### src/rtl/riscv_pkg.sv
// Shared widths and the fetch-queue entry type for the RV32I front end.
package riscv_pkg;

  localparam int XLEN     = 32;
  localparam int INSTR_W  = 32;
  localparam int OP_W     = 7;
  localparam int FUNCT3_W = 3;
  localparam int FUNCT7_W = 7;

  // One buffered instruction together with the address it was fetched from.
  typedef struct packed {
    logic [INSTR_W-1:0] instr;
    logic [XLEN-1:0]    pc;
  } fetch_entry_t;

  // Instructions are word aligned; the low two address bits are forced to zero.
  function automatic logic [XLEN-1:0] align_pc(input logic [XLEN-1:0] addr);
    return {addr[XLEN-1:2], 2'b00};
  endfunction

endpackage

### src/rtl/fetch_queue.sv
// Small in-order FIFO of fetched instructions with a single-cycle flush.
// The head is read straight out of registered storage.
module fetch_queue
  import riscv_pkg::*;
#(
  parameter int DEPTH = 2
) (
  input  logic                         clk,
  input  logic                         reset,
  input  logic                         flush_i,
  input  logic                         push_i,
  input  fetch_entry_t                 entry_i,
  input  logic                         pop_i,
  output fetch_entry_t                 head_o,
  output logic                         full_o,
  output logic                         empty_o,
  output logic [$clog2(DEPTH+1)-1:0]   count_o
);

  localparam int AW = (DEPTH > 1) ? $clog2(DEPTH) : 1;
  localparam int CW = $clog2(DEPTH + 1);

  fetch_entry_t  mem_q [DEPTH];
  logic [AW-1:0] wr_ptr_q, wr_ptr_d;
  logic [AW-1:0] rd_ptr_q, rd_ptr_d;
  logic [CW-1:0] count_q, count_d;
  logic          do_push;
  logic          do_pop;

  assign empty_o = (count_q == '0);
  assign full_o  = (count_q == CW'(DEPTH));
  assign count_o = count_q;
  assign head_o  = mem_q[rd_ptr_q];

  // A full queue can still take a push when the head leaves in the same cycle.
  assign do_pop  = pop_i && !empty_o;
  assign do_push = push_i && (!full_o || do_pop);

  // Next pointers and occupancy; flush empties the queue and wins over push/pop.
  always_comb begin
    wr_ptr_d = wr_ptr_q;
    rd_ptr_d = rd_ptr_q;
    count_d  = count_q;
    if (flush_i) begin
      wr_ptr_d = '0;
      rd_ptr_d = '0;
      count_d  = '0;
    end else begin
      if (do_push) wr_ptr_d = wr_ptr_q + AW'(1);
      if (do_pop)  rd_ptr_d = rd_ptr_q + AW'(1);
      case ({do_push, do_pop})
        2'b10:   count_d = count_q + CW'(1);
        2'b01:   count_d = count_q - CW'(1);
        default: count_d = count_q;
      endcase
    end
  end

  // Pointer and occupancy registers.
  always_ff @(posedge clk) begin
    if (reset) begin
      wr_ptr_q <= '0;
      rd_ptr_q <= '0;
      count_q  <= '0;
    end else begin
      wr_ptr_q <= wr_ptr_d;
      rd_ptr_q <= rd_ptr_d;
      count_q  <= count_d;
    end
  end

  // Entry storage; contents are only observed while the queue is non-empty.
  always_ff @(posedge clk) begin
    if (do_push && !flush_i) mem_q[wr_ptr_q] <= entry_i;
  end

endmodule

### src/rtl/instr_fetch_unit.sv
// Instruction fetch front end: issues word fetches, tracks their PCs, drops
// responses made stale by a redirect and hands {instr, pc, pc+4} to decode.
module instr_fetch_unit
  import riscv_pkg::*;
#(
  parameter logic [XLEN-1:0] RESET_PC = '0,
  parameter int              QDEPTH   = 2
) (
  input  logic               clk,
  input  logic               reset,
  output logic               imem_req_valid,
  input  logic               imem_req_ready,
  output logic [XLEN-1:0]    imem_req_addr,
  input  logic               imem_rsp_valid,
  input  logic [INSTR_W-1:0] imem_rsp_data,
  output logic               dec_valid,
  input  logic               dec_ready,
  output logic [INSTR_W-1:0] dec_instr,
  output logic [XLEN-1:0]    dec_pc,
  output logic [XLEN-1:0]    dec_pcplus4,
  input  logic               redirect_valid,
  input  logic [XLEN-1:0]    redirect_pc
);

  localparam int CW = $clog2(QDEPTH + 1);
  localparam int AW = (QDEPTH > 1) ? $clog2(QDEPTH) : 1;
  localparam int LW = CW + 2;

  logic [XLEN-1:0] pc_q, pc_d;
  logic [XLEN-1:0] pend_addr_q, pend_addr_d;
  logic            pending_q, pending_d;
  logic [CW-1:0]   inflight_q, inflight_d;
  logic [CW-1:0]   drop_q, drop_d;

  logic [XLEN-1:0] trk_q [QDEPTH];
  logic [AW-1:0]   trk_wr_q, trk_rd_q;

  fetch_entry_t    q_head;
  fetch_entry_t    push_entry;
  logic            q_full, q_empty;
  logic [CW-1:0]   q_count;

  logic            dec_pop;
  logic            fresh_ok;
  logic            req_fire;
  logic            rsp_take;
  logic            push_valid;
  logic [LW-1:0]   live;

  // Live work = queued (minus the head leaving now) + undropped outstanding fetches.
  // Counting the departing head as free keeps one instruction per cycle flowing.
  assign dec_pop  = dec_valid && dec_ready;
  assign live     = LW'(q_count) - LW'(dec_pop) + LW'(inflight_q) + LW'(pending_q) - LW'(drop_q);
  assign fresh_ok = (live < LW'(QDEPTH)) && (inflight_q < CW'(QDEPTH));

  // A request that was raised without ready stays up with its original address.
  assign imem_req_valid = !reset && (pending_q || fresh_ok);
  assign imem_req_addr  = pending_q ? pend_addr_q : pc_q;
  assign req_fire       = imem_req_valid && imem_req_ready;
  assign rsp_take       = imem_rsp_valid && (inflight_q != '0);
  assign push_valid     = rsp_take && (drop_q == '0) && !redirect_valid;

  assign push_entry = '{instr: imem_rsp_data, pc: trk_q[trk_rd_q]};

  // PC advances when a fresh request is launched; a held request keeps its own
  // copy of the address, so a redirect can retarget pc without disturbing it.
  always_comb begin
    pc_d        = pc_q;
    pend_addr_d = pend_addr_q;
    pending_d   = 1'b0;
    inflight_d  = inflight_q;
    drop_d      = drop_q;

    if (imem_req_valid && !pending_q) pc_d = pc_q + XLEN'(4);
    if (imem_req_valid && !imem_req_ready) begin
      pending_d   = 1'b1;
      pend_addr_d = imem_req_addr;
    end

    case ({req_fire, rsp_take})
      2'b10:   inflight_d = inflight_q + CW'(1);
      2'b01:   inflight_d = inflight_q - CW'(1);
      default: inflight_d = inflight_q;
    endcase

    if (rsp_take && (drop_q != '0)) drop_d = drop_q - CW'(1);

    // Everything already issued or still held is now stale and must be discarded.
    if (redirect_valid) begin
      pc_d   = align_pc(redirect_pc);
      drop_d = inflight_d + CW'(pending_d);
    end
  end

  // Issue and drop bookkeeping registers.
  always_ff @(posedge clk) begin
    if (reset) begin
      pc_q        <= RESET_PC;
      pend_addr_q <= '0;
      pending_q   <= 1'b0;
      inflight_q  <= '0;
      drop_q      <= '0;
    end else begin
      pc_q        <= pc_d;
      pend_addr_q <= pend_addr_d;
      pending_q   <= pending_d;
      inflight_q  <= inflight_d;
      drop_q      <= drop_d;
    end
  end

  // PC tracker pointers: one slot per accepted request, freed by its response.
  always_ff @(posedge clk) begin
    if (reset) begin
      trk_wr_q <= '0;
      trk_rd_q <= '0;
    end else begin
      if (req_fire) trk_wr_q <= trk_wr_q + AW'(1);
      if (rsp_take) trk_rd_q <= trk_rd_q + AW'(1);
    end
  end

  // PC tracker storage, written with the address of each accepted request.
  always_ff @(posedge clk) begin
    if (req_fire) trk_q[trk_wr_q] <= imem_req_addr;
  end

  fetch_queue #(
    .DEPTH (QDEPTH)
  ) u_queue (
    .clk     (clk),
    .reset   (reset),
    .flush_i (redirect_valid),
    .push_i  (push_valid),
    .entry_i (push_entry),
    .pop_i   (dec_ready),
    .head_o  (q_head),
    .full_o  (q_full),
    .empty_o (q_empty),
    .count_o (q_count)
  );

  assign dec_valid   = !q_empty;
  assign dec_instr   = dec_valid ? q_head.instr : '0;
  assign dec_pc      = dec_valid ? q_head.pc : '0;
  assign dec_pcplus4 = dec_valid ? (q_head.pc + XLEN'(4)) : '0;

  // The issue rule must leave room for every response that is kept.
  assert property (@(posedge clk) disable iff (reset)
                   !(push_valid && q_full && !dec_pop));

endmodule

### config.mk
export PLATFORM = sky130hd
export DESIGN_NAME = instr_fetch_unit
export DESIGN_NICKNAME = d
export VERILOG_FILES = /design/src/rtl/riscv_pkg.sv /design/src/rtl/fetch_queue.sv /design/src/rtl/instr_fetch_unit.sv
export SDC_FILE = /design/constraint.sdc
export NUM_CORES = 1
export LEC_CHECK = 0
export BUFFER_PORTS_ARGS = -buffer_cell sky130_fd_sc_hd__buf_2
export CAP_MARGIN = 20
export CORE_AREA = 5 5 148 150
export DETAILED_ROUTE_END_ITERATION = 7
export DIE_AREA = 0 0 153 155
export HOLD_SLACK_MARGIN = 0.03
export MAX_ROUTING_LAYER = met4
export PLACE_DENSITY_LB_ADDON = 0.05
export SLEW_MARGIN = 0
export SYNTH_ARGS = -nofsm -noshare
export SYNTH_HDL_FRONTEND = slang
export SYNTH_HIERARCHICAL = 1
export SYNTH_SLANG_ARGS = --single-unit
export TNS_END_PERCENT = 100
### constraint.sdc
create_clock -name clk -period 14.2 [get_ports clk]
set_input_delay 2.84 -clock clk [delete_from_list [all_inputs] [get_ports clk]]
set_output_delay 2.84 -clock clk [all_outputs]
set_load 0.005 [all_outputs]
==> impl_results.md, run 1 <==
- Chip Height: roughly 160 µm
- Clk slew on worst S/H paths: 0.06 ns
- Worst EP required: around 11 ns
- RSZ-0062 raised after global routing: no
- CP endpoint kind: primary output
- Fin. Hold Viols: 0
- Hold Path Class: flip-flop to flip-flop
- Die W: 153 µm
- FP Rows: between 50 and 60
- Post-layout min period: 8.57 ns
- H-Tree Depth: 1
- Post-route cell area: approximately 14000 µm²
- Worst skew pair latency: ~0.53 ns
- Mean cell area of the mapped netlist: ~12 µm²
- Gpl congestion: 0.895
- Clock sink count: around 270
- CTS hold repair buffers: 0
- Vias in the first global route: about 7600
- Die Area: ~24000 µm²
- Core area: 20600 µm²
- Status: finished, final reports clean
- Fin util: 68.8%
- Syn Nets: ~1100
- Most common cell after layout, fill and taps aside: buf_2
- Drt drc: 0
- Clk_skew: around 0.011 ns
- Post-DP Area: 13300 µm²
- PortBufs: a little under 200
- Worst slew margin: a little under two fifths
- Overall routing resource usage: a little over a fifth
- Share of layout cells above drive strength 1: about a third
- WL/cell: ~17 µm
- Final setup violation count: 0
- Yosys Warn Count: 6
- Total CTS buffers: 27
- ANT nets after route: 0
- Fin crit share: about three fifths
- Vias: slightly below 8000
- Synth-to-layout area growth: 17.0%
- Max Slew Vio Count: 0
- Initial antenna violation count: 0
- First-pass GRT wire length: ~40000 µm
- Final nets: around 1200
- DPL Wire Length: ~16000 µm
- Cell Pwr Density: between 100 and 150 nW/µm²
- DRT iter0 DRCs: between 400 and 500
- Setup bufs post-CTS: 0
- TNS Setup: 0 ns
- Number of diodes: 0
- Worst Hold Margin: about 0.46 ns
- Pre-antenna DRT Iters: 5
- CP Max Fanout: 5
- Max-cap check violation count: 0
- Peak supply drop: between 0.0001 and 0.00015 V
- Crit path kind: input pin to primary output
- Achievable Freq: roughly 0.12 GHz
- Most frequent cells in the layout: buf_2 (197), edfxtp_1 (192), mux2_2 (123)
- CP arrival: roughly 5.7 ns
- Initial cell density of the core: between 50% and 60%
- Overflow after GRT: 0
- Setup crit start kind: input pin
- CTS max path bufs: 3
- Largest net degree at the start of global routing: between 90 and 100
- Total Wirelength: 24800 µm
- Slew @ Worst Pin: slightly above 0.9 ns
- Synth Cell Area: 12100 µm²
- # resized after CTS: 0
- Post-synthesis cell count: slightly below 1000
- IO Count: 200
- # fillers: around 1500
- Drt via density: 5.45
- Root Driver: clkbuf_16
- Static Leak: about 5.2 nW
- CTS tree: yes
## layout make-up
type,count,area (µm²),area share (%)
clock buffers,31,691,4.89
clock inverters,19,191,1.35
inverters,30,113,0.797
multi-input cells,628,4450,31.5
flip-flops and latches,267,7270,51.4
well taps,275,344,2.43
repair buffers,209,1080,7.61
## worst paths after layout
check,from,depth (start not counted),slack (ns),endpoint
setup / recovery,dec_ready,11,5.63,imem_req_valid
setup reg to reg,u_queue/count_o[0],14,9.69,drop_q[1]
hold / removal,pend_addr_q[22],2,0.46,pend_addr_q[22]
hold reg to reg,pend_addr_q[22],2,0.46,pend_addr_q[22]
## through the flow
step,power [W],instances,setup slack (ns)
global route,0.00219,1459,5.38
floorplan,0.00128,987,5.36
finish,0.00208,1459,5.63
global placement,0.00138,1409,5.62
detailed placement,0.00139,1409,5.60
CTS,0.00210,1459,5.59
## metal layers
layer  wire length, µm  vias to the layer above  global-route usage, %  part of all wire [%]
met3              1350                       46                   3.20                   5.5
met1             11700                     3726                   29.6                    47
met2             11300                      241                   32.1                    45
met4               499                        0                   5.73                   2.0
li1                  -                     3934                      -                     -
met5                 0                        -                      -                     0
## registers in the layout, indices dropped and copies added (netlist names), named ones only
signal,flops
trk_rd_q,1
u_queue/mem_q,128
pc_q,30
trk_q,64
drop_q,2
u_queue/count_o,2
pending_q,1
u_queue/rd_ptr_q,1
u_queue/wr_ptr_q,1
inflight_q,2
trk_wr_q,1
pend_addr_q,32
## where the power goes
group | internal, W | switching [W] | total [W]
combinational | 0.000152 | 0.000237 | 0.000389
clock | 0.000420 | 0.000281 | 0.000701
sequential | 0.000954 | 0.0000363 | 0.000990
total | 0.00153 | 0.000555 | 0.00208
## worst max-delay path, stage by stage
cell       delay [ns]
buf_2            0.13
nor2b_1          0.14
ha_1             0.18
ha_1             0.29
fa_1             0.49
fa_1             0.44
nand2b_1         0.17
a2111oi_1        0.73
nor2_1           0.08
nor2_1           0.12
buf_2            0.13
Power figures use the tool's default switching activity.
==> inputs of run 2 (changes only) <==
--- a/config.mk
+++ b/config.mk
@@ -5,11 +5,12 @@
 export SDC_FILE = /design/constraint.sdc
 export NUM_CORES = 1
 export LEC_CHECK = 0
+export ABC_AREA = 1
 export BUFFER_PORTS_ARGS = -buffer_cell sky130_fd_sc_hd__buf_2
 export CAP_MARGIN = 20
-export CORE_AREA = 5 5 148 150
+export CORE_AREA = 5 5 165 167
 export DETAILED_ROUTE_END_ITERATION = 7
-export DIE_AREA = 0 0 153 155
+export DIE_AREA = 0 0 170 172
 export HOLD_SLACK_MARGIN = 0.03
 export MAX_ROUTING_LAYER = met4
 export PLACE_DENSITY_LB_ADDON = 0.05
==> constraint.sdc (replaced) <==
create_clock -name clk -period 7.25 [get_ports clk]
set_input_delay 1.45 -clock clk [delete_from_list [all_inputs] [get_ports clk]]
set_output_delay 1.45 -clock clk [all_outputs]
set_load 0.005 [all_outputs]
==> run 2 against run 1 <==
  * Worst setup slack worse by 3.8 ns
  * Critical path type unchanged
  * Critical endpoint unchanged
  * Die area up 23%
  * Largest cell class unchanged
  * Combinational power up 130%
  * Count of clock-buffer cells in the layout up 14
==> impl_results.md, run 2 <==
- Synth-to-layout area growth: 17.0%
- DRT iter0 DRCs: approximately 600
- H-Tree Depth: 1
- Overflow after GRT: 0
- Cell-internal power: roughly 0.0031 W
- Final nets: around 1700
- Switching pwr: between 0.001 and 0.0015 W
- Placement Setup Slack: roughly 1.8 ns
- Vias: slightly below 10000
- Peak supply drop: 0.000196 V
- Most common cell after layout, fill and taps aside: nand2_1
- Root Driver: clkbuf_16
- Final setup violation count: 0
- Drt via density: about 5.0
- Yosys Warn Count: 6
- Worst skew pair latency: around 0.53 ns
- Drt drc: 0
- Total CTS buffers: 28
- Max Slew Vio Count: 0
- Largest register FFs: 128
- Post-synthesis cell count: between 1000 and 1500
- Share of layout cells above drive strength 1: 21.5%
- Fin. Hold Viols: 0
- Fin crit share: between 70 and 80%
- Most frequent cells in the layout: nand2_1 (357), nor2_1 (199), buf_2 (197)
- Setup crit start kind: input pin
- Total Wirelength: around 32000 µm
- WL/cell: 16.1 µm
- Fin worst setup slack: approximately 1.8 ns
- CP endpoint kind: primary output
- CTS tree: yes
- Worst EP required: roughly 5.8 ns
- # resized after CTS: 0
- Crit path kind: input pin to primary output
- Pre-antenna DRT Iters: 5
- Top reg by flops: u_queue/mem_q
- Gpl congestion: between 0.9 and 1
- Initial antenna violation count: 0
- PortBufs: approximately 200
- Status: finished, final reports clean
- Hold Path Class: flip-flop to flip-flop
- Slew @ Worst Pin: 0.892 ns
- CTS hold repair buffers: 0
- Die Area: just under 30000 µm²
- TNS Setup: 0 ns
- Fin util: between 50% and 60%
- Die W: between 150 and 200 µm
- Register share of total power: around 45%
- # fillers: roughly 2300
- Setup bufs post-CTS: 0
- Power, Total: approximately 0.0043 W
- Clk_skew: approximately 0.012 ns
- Area taken by multi-input logic gates: just under 5000 µm²
- Syn Nets: around 1500
- Largest net degree at the start of global routing: 82
- Number of diodes: 0
- Switch share: between 20% and 30%
- Mean cell area of the mapped netlist: 9.14 µm²
- Achievable Freq: approximately 0.18 GHz
- Overall routing resource usage: a little over a fifth
- Chip Height: 172 µm
- Clock group share of total power: a little over a third
- Largest registers: u_queue/mem_q (128), trk_q (64), pend_addr_q (32)
- Clk slew on worst S/H paths: around 0.06 ns
- FP Rows: between 50 and 60
- Synth Cell Area: roughly 13000 µm²
- Worst slew margin: around two fifths
- Logic gate share of total power: between 20% and 30%
- Vias in the first global route: 9360
- Initial cell density of the core: 50.7%
- ANT nets after route: 0
- First-pass GRT wire length: ~50000 µm
- CTS max path bufs: 3
- CP arrival: 3.98 ns
- RSZ-0062 raised after global routing: no
- Core area: roughly 26000 µm²
- IO Count: 200
- FF/Latch Area: approximately 7300 µm²
- CP Max Fanout: 5
- Static Leak: between 6 and 7 nW
- Post-layout min period: 5.43 ns
- DPL Wire Length: between 20000 and 25000 µm
- Clock sink count: roughly 270
- Max-cap check violation count: 0
- Cell Pwr Density: 285 nW/µm²
==> run 2: per-stage QoR <==
stage	hold WS, ns	area [µm²]	instances
3_3_place_gp	0.441	14200	1908
6_report	0.459	15200	1961
4_1_cts	0.457	15200	1960
3_5_place_dp	0.447	14200	1908
2_1_floorplan	0.426	13000	1422
5_1_grt	0.467	15200	1961
==> run 2: layout make-up <==
type                       instances  share of cell area (%)
sequential                       267                    47.8
multi-input combinational        932                    31.7
tap                              335                    2.76
clock buffer                      45                    5.57
inverter                         165                    4.07
clock inverter                     7                   0.896
timing repair buffer             210                    7.20
==> run 2: path summary, 6_finish.rpt <==
kind / start / endpoint / slack (ns) / cells after the start
worst min register to register: pend_addr_q[0] / pend_addr_q[0] / 0.46 / 2
worst min-delay path: pend_addr_q[0] / pend_addr_q[0] / 0.46 / 2
worst max register to register: u_queue/count_o[0] / pc_q[10] / 2.76 / 15
worst max-delay path: dec_ready / imem_req_valid / 1.82 / 14
==> run 2: critical path: stages <==
cell and delay [ns]:
buf_2 0.14, inv_1 0.05, nor2_1 0.11, ha_1 0.18, ha_1 0.24, fa_1 0.49, fa_1 0.57, nand3_1 0.07
nor2_1 0.21, nand2_1 0.08, nand2_1 0.10, nand2_2 0.09, inv_1 0.09, buf_2 0.11
==> run 2: layer usage <==
metal	vias to the layer above	GRT usage, %	routed length (µm)
met4	0	5.73	794
met2	282	34.5	14100
met3	51	3.36	2060
met5	-	-	0
met1	4525	29.6	14500
li1	5036	-	-
==> run 2: power by group through the flow <==
stage | Clock, W | Sequential [W] | Combinational (W)
6_report | 0.00150 | 0.00195 | 0.000887
3_3_place_gp | 0 | 0.00197 | 0.000874
3_5_place_dp | 0 | 0.00198 | 0.000893
2_1_floorplan | 0 | 0.00195 | 0.000624
5_1_grt | 0.00161 | 0.00196 | 0.00101
4_1_cts | 0.00154 | 0.00195 | 0.000900
